### src/rtl/sig_pkg.sv
// Shared constants and types for the signature input parser.
// The secp256k1 order, legal recovery bytes, the error-code enumeration and the FSM states.
package sig_pkg;

  localparam int SIG_BYTES = 65;
  localparam int SIG_W     = SIG_BYTES * 8;

  localparam logic [255:0] N =
    256'hFFFFFFFF_FFFFFFFF_FFFFFFFF_FFFFFFFE_BAAEDCE6_AF48A03B_BFD25E8C_D0364141;
  localparam logic [255:0] HALF_N =
    256'h7FFFFFFF_FFFFFFFF_FFFFFFFF_FFFFFFFF_5D576E73_57A4501D_DFE92F46_681B20A0;

  localparam logic [7:0] V_27 = 8'd27;
  localparam logic [7:0] V_28 = 8'd28;
  localparam logic [7:0] V_35 = 8'd35;
  localparam logic [7:0] V_36 = 8'd36;

  typedef enum logic [2:0] {
    ERR_NONE      = 3'd0,
    ERR_SHORT     = 3'd1,
    ERR_LONG      = 3'd2,
    ERR_R_RANGE   = 3'd3,
    ERR_S_RANGE   = 3'd4,
    ERR_V_ILLEGAL = 3'd5,
    ERR_HIGH_S    = 3'd6
  } err_code_e;

  typedef enum logic [1:0] {
    ST_RECV  = 2'd0,
    ST_DRAIN = 2'd1,
    ST_CHECK = 2'd2,
    ST_HOLD  = 2'd3
  } state_e;

endpackage

### src/rtl/sig_range_checker.sv
// Combinational validity checks on an unpacked {r, s, v} signature; lowest failing code wins.
// Defining LOW_S_CHECK_EN adds the high-s rejection (code 6) after the v check.
module sig_range_checker
  import sig_pkg::*;
(
  input  logic [SIG_W-1:0] sig,
  output logic             error,
  output err_code_e        code
);

  logic [255:0] r;
  logic [255:0] s;
  logic [7:0]   v;
  logic         v_legal;

  assign r = sig[519:264];
  assign s = sig[263:8];
  assign v = sig[7:0];

  assign v_legal = (v == V_27) || (v == V_28) || (v == V_35) || (v == V_36);

  always_comb begin
    code = ERR_NONE;
    if (r == '0 || r >= N)
      code = ERR_R_RANGE;
    else if (s == '0 || s >= N)
      code = ERR_S_RANGE;
    else if (!v_legal)
      code = ERR_V_ILLEGAL;
`ifdef LOW_S_CHECK_EN
    else if (s > HALF_N)
      code = ERR_HIGH_S;
`endif
  end

  assign error = (code != ERR_NONE);

endmodule

### src/rtl/sig_input_parser.sv
// Byte-serial signature parser: assembles a 65-byte {r, s, v} frame, checks it, holds the result.
// Optional high-s rejection is enabled by defining LOW_S_CHECK_EN (see sig_range_checker).
//
// state    | meaning
// ST_RECV  | accepting frame bytes 0..64
// ST_DRAIN | frame overran 65 bytes, discarding until byte_last
// ST_CHECK | one cycle to latch range-check / framing result
// ST_HOLD  | result presented, waiting for sig_out_ready
module sig_input_parser
  import sig_pkg::*;
(
  input  logic             clk,
  input  logic             rst,
  input  logic [7:0]       byte_in,
  input  logic             byte_valid,
  input  logic             byte_last,
  output logic             byte_ready,
  output logic [SIG_W-1:0] sig_out,
  output logic             sig_out_valid,
  input  logic             sig_out_ready,
  output logic             sig_error,
  output logic [2:0]       err_code
);

  state_e           state, state_nxt;
  logic [6:0]       idx;
  logic [SIG_W-1:0] frame;
  err_code_e        frame_err;
  err_code_e        err_q;
  err_code_e        chk_code;
  logic             chk_error;
  logic             take;
  logic             at_last_slot;
  logic [9:0]       slot_lsb;

  sig_range_checker u_checker (
    .sig   (frame),
    .error (chk_error),
    .code  (chk_code)
  );

  assign byte_ready    = (state == ST_RECV) || (state == ST_DRAIN);
  assign take          = byte_valid && byte_ready;
  assign at_last_slot  = (idx == 7'(SIG_BYTES - 1));
  // Byte 0 sits in the top byte lane, so the lane offset counts down with idx.
  assign slot_lsb      = {3'b000, 7'(SIG_BYTES - 1) - idx} << 3;
  assign sig_out       = frame;
  assign sig_out_valid = (state == ST_HOLD);
  assign err_code      = err_q;

  always_comb begin
    state_nxt = state;
    unique case (state)
      ST_RECV: begin
        if (take) begin
          if (byte_last)
            state_nxt = ST_CHECK;
          else if (at_last_slot)
            state_nxt = ST_DRAIN;
        end
      end
      ST_DRAIN: begin
        if (take && byte_last)
          state_nxt = ST_CHECK;
      end
      ST_CHECK: state_nxt = ST_HOLD;
      ST_HOLD: begin
        if (sig_out_valid && sig_out_ready)
          state_nxt = ST_RECV;
      end
      default: state_nxt = ST_RECV;
    endcase
  end

  always_ff @(posedge clk or posedge rst) begin
    if (rst) begin
      state     <= ST_RECV;
      idx       <= '0;
      frame     <= '0;
      frame_err <= ERR_NONE;
      sig_error <= 1'b0;
      err_q     <= ERR_NONE;
    end else begin
      state <= state_nxt;
      unique case (state)
        ST_RECV: begin
          if (take) begin
            frame[slot_lsb +: 8] <= byte_in;
            if (byte_last) begin
              idx       <= '0;
              frame_err <= at_last_slot ? ERR_NONE : ERR_SHORT;
            end else begin
              idx <= idx + 7'd1;
            end
          end
        end
        ST_DRAIN: begin
          if (take) begin
            if (byte_last) begin
              idx       <= '0;
              frame_err <= ERR_LONG;
            end else if (idx != '1) begin
              idx <= idx + 7'd1;
            end
          end
        end
        ST_CHECK: begin
          // Framing errors take precedence; range checks on a malformed frame are meaningless.
          if (frame_err != ERR_NONE) begin
            sig_error <= 1'b1;
            err_q     <= frame_err;
          end else begin
            sig_error <= chk_error;
            err_q     <= chk_code;
          end
        end
        ST_HOLD: begin
          if (sig_out_valid && sig_out_ready) begin
            frame     <= '0;
            frame_err <= ERR_NONE;
          end
        end
        default: ;
      endcase
    end
  end

endmodule

### config.mk
export PLATFORM = sky130hd
export DESIGN_NAME = sig_input_parser
export DESIGN_NICKNAME = d
export VERILOG_FILES = /design/src/rtl/sig_pkg.sv /design/src/rtl/sig_range_checker.sv /design/src/rtl/sig_input_parser.sv
export SDC_FILE = /design/constraint.sdc
export NUM_CORES = 2
export LEC_CHECK = 0
export ABC_AREA = 0
export BUFFER_PORTS_ARGS = -buffer_cell sky130_fd_sc_hd__buf_2
export CAP_MARGIN = 5
export CORE_MARGIN = 3
export CORE_UTILIZATION = 55
export DETAILED_ROUTE_END_ITERATION = 8
export PLACE_DENSITY = 0.93
export SLEW_MARGIN = 20
export SYNTH_ARGS = -nofsm -noshare
export SYNTH_HDL_FRONTEND = slang
export SYNTH_SLANG_ARGS = --single-unit
### constraint.sdc
create_clock -name clk -period 20.3 [get_ports clk]
set_clock_uncertainty 0.05 [all_clocks]
set_input_delay 2.03 -clock clk [delete_from_list [all_inputs] [get_ports clk]]
set_output_delay 2.03 -clock clk [all_outputs]
set_load 0.02 [all_outputs]
==> results.cfg <==
[yosys]
yosysTopAreaCell = dfrtp_1
yosysSeqAreaShare = 0.549
synth_edf_count = 0
yosysWarningCount = 0
async_flop_share = 1.00
synth_top_area_share = 0.549
synth_cell_type_count = 89
ys_seq_elements = 535
syn_area_per_cell_sq_um = 10.8
netlist_area_sq_mm = 0.0244
syn_nets = 2273
yosys_most_used_dff = dfrtp_1
synth_area_leaders = dfrtp_1 55%, a22o_1 11%, nor4_1 3.8%, nand2_1 3.4%, nand4_1 2.9%
synth_cells = 2249

[clocking]
htree_num_levels = 2
cts_setup_buffers = 0
cts_buffer_depth = 3
numCtsBuffers = 52
hold_buffers = 0
clkTransAtPathRegs_ns = 0.06
ctsResizeCount = 0
tritoncts = done
cts_sinks = 535
clk-insertion-delay-late_ns = 0.63
clockRootBuffer = clkbuf_16

[route]
wl_met1_microns = 35600
drtAntennaViolNets = 0
route.vias.total = 25595
drt-total-wl_microns = 111000
wl_per_cell_microns = 32.8
vias_per_cell = 7.57
wl_met3_microns = 18700
topRoutingLayerUsed = met5
drt_iter0_drc = 4677
drt-pass1-iter-count = 7
drc = 0
wl_met2_microns = 47600

[critical_path]
r2r_start = idx[0]
cp.arrival_ns = 5.09
cp-end-kind = register
slowest_stage = a2111oi_0
start_kind = register
cpPeakStageDelay_ns = 0.96
crit_fanout = 20
worstPathRequired_ns = 20.68
critical_path.cell_chain = inv_1, ha_1, or3b_2, o211ai_1, nand3_1, a2111oi_0, o21ai_1, nand2_1, o21ai_0
cp-startpoint = idx[0]
critPathKind = register to register

[floorplanning]
core_sq_mm = 0.0435
die_y_microns = 217
rows = 76
die-area_sq_mm = 0.0469
die_w_microns = 217
start_util = 0.561
io_pins = 539

[status]
status = completed

[power]
combPwrFrac = 0.434
p_per_area_mw_per_mm2 = 143
netSwitchingFraction = 0.477
ir_drop_uv = 98.4
p_clk_frac = 0.231
cell_internal_pwr_mw = 2.18
p_leak_nw = 14.7
power_switching_mw = 1.99
seq_power_share = 0.336

[hold_path]
hold_class = register to register
hold_start = sig_out[349]

[timing]
finalSetupTns_ns = 0
setup_violations = 0
report.final.slew_viol_count = 0
fmax_ghz = 0.212
hold_viol_final = 0
fin_crit_sh = 0.232
tightestPinTransition_ns = 1.18
rsz0062_at_grt = false
hold-worst-slack_ns = 0.466
relSlewSlack = 0.214
fin_crit_ns = 4.72
setup_ws_ns = 15.58

[cells_and_area]
fin_util = 0.674
fill_cells = 3279
layout.nets = 2778
area_delta_synth_final_pct = 20.0
drive_above_1_share = 0.263

[global_route]
grt-ovfl-total = 0
grt.total_usage = 0.456
grt_pass1_wl_microns = 159000
grt_max_degree = 180
antenna_found_initial = 5
grt_pass1_vias = 24200

[placement]
preCtsSetupSlack_ns = 15.59
gp_congestion = 1.07
dp_hpwl_microns = 78100
port_buffers = 538

[job]
cap_violations = 0
worst max-delay path: cells and delay by family (launching register included):
family	cells	cell delay, ns
compound gates	4	1.60
simple gates	3	1.31
flops	1	0.71
fa+ha+maj	1	0.60
buf+inv	1	0.27
stage by stage:
| step | area, sq um | std cells | power (mW) |
|---|---|---|---|
| after floorplan | 24400 | 2249 | 2.43 |
| after detailed placement | 27600 | 3285 | 3.10 |
| after global placement | 27600 | 3284 | 3.06 |
| after global routing | 29300 | 3378 | 4.27 |
| after CTS | 29200 | 3378 | 4.05 |
| final | 29300 | 3380 | 4.18 |
routing by layer:
metal,vias up,GRT usage
li1,9803,-
met1,12323,0.565
met2,2776,0.680
met3,691,0.174
met4,2,0.276
met5,-,0
Yosys cell counts, types with 9 or more instances:
| library cell | instances |
|---|---|
| nor4_1 | 148 |
| o31ai_1 | 49 |
| inv_1 | 30 |
| and2_1 | 16 |
| o21ai_0 | 120 |
| dfrtp_1 | 535 |
| buf_2 | 21 |
| mux2_2 | 17 |
| clkbuf_1 | 77 |
| nand3_1 | 105 |
| a32o_1 | 26 |
| and3_1 | 28 |
| a22oi_1 | 10 |
| nand4_1 | 114 |
| a22o_1 | 304 |
| mux2i_1 | 11 |
| nor3_1 | 35 |
| xnor2_1 | 9 |
| a21oi_1 | 31 |
| nor2b_1 | 11 |
| o21ai_1 | 28 |
| nor2_1 | 82 |
| o211ai_1 | 9 |
| nand2_1 | 218 |
| nor3_2 | 20 |
| ha_1 | 11 |
| or3_1 | 12 |
kinds of logic (layout without fill, tap and decap cells):
logic type / count (synthesis) / count (layout) / share of synthesized area
xor+xnor: 16 / 16 / 0.00574
mux: 28 / 28 / 0.0124
simple gates: 856 / 856 / 0.193
buf+inv: 139 / 683 / 0.0234
compound gates: 664 / 664 / 0.211
flops: 535 / 535 / 0.549
other cells: 0 / 2 / 0
fa+ha+maj: 11 / 11 / 0.00564
cells in the final DEF, fill, tap and decap left out, drive strengths merged, types with 26 or more instances in the layout:
cell / n
a21oi: 35
a22o: 304
a32o: 26
and3: 28
buf: 559
clkbuf: 76
dfrtp: 535
inv: 32
nand2: 220
nand3: 105
nand4: 114
nor2: 86
nor3: 58
nor4: 156
o21ai: 153
o31ai: 49
sequential cells by signal, summed over array words and instances, names as in the netlist:
name	flops
idx	7
frame_err	2
err_code	3
sig_error	1
sig_out	520
state	2
worst paths after layout:
kind	endpoint	slack [ns]	cells after the start
worst max register to register	sig_out[421]	15.58	9
max in group asynchronous	sig_error	16.54	4
min in group asynchronous	sig_out[510]	1.49	2
worst max-delay path	sig_out[421]	15.58	9
worst min-delay path	sig_out[349]	0.47	2
worst min register to register	sig_out[349]	0.47	2
area by class of cell:
type	count	area, sq um	share of cell area
diodes	2	5.00	0.000171
clock buffers	76	1500	0.0513
clock inverters	17	163	0.00556
inverters	31	124	0.00423
multi-input cells	1575	10500	0.358
flip-flops and latches	535	13400	0.457
well taps	585	732	0.0250
repair buffers	559	2870	0.0981
power by group through the flow:
stage	Sequential, mW	Combinational (mW)	Clock, mW
final	1.40	1.81	0.964
after global routing	1.40	1.86	1.00
after CTS	1.38	1.71	0.954
after detailed placement	1.40	1.70	0
after global placement	1.39	1.67	0
after floorplan	1.46	0.966	0
Power figures use the tool's default switching activity.
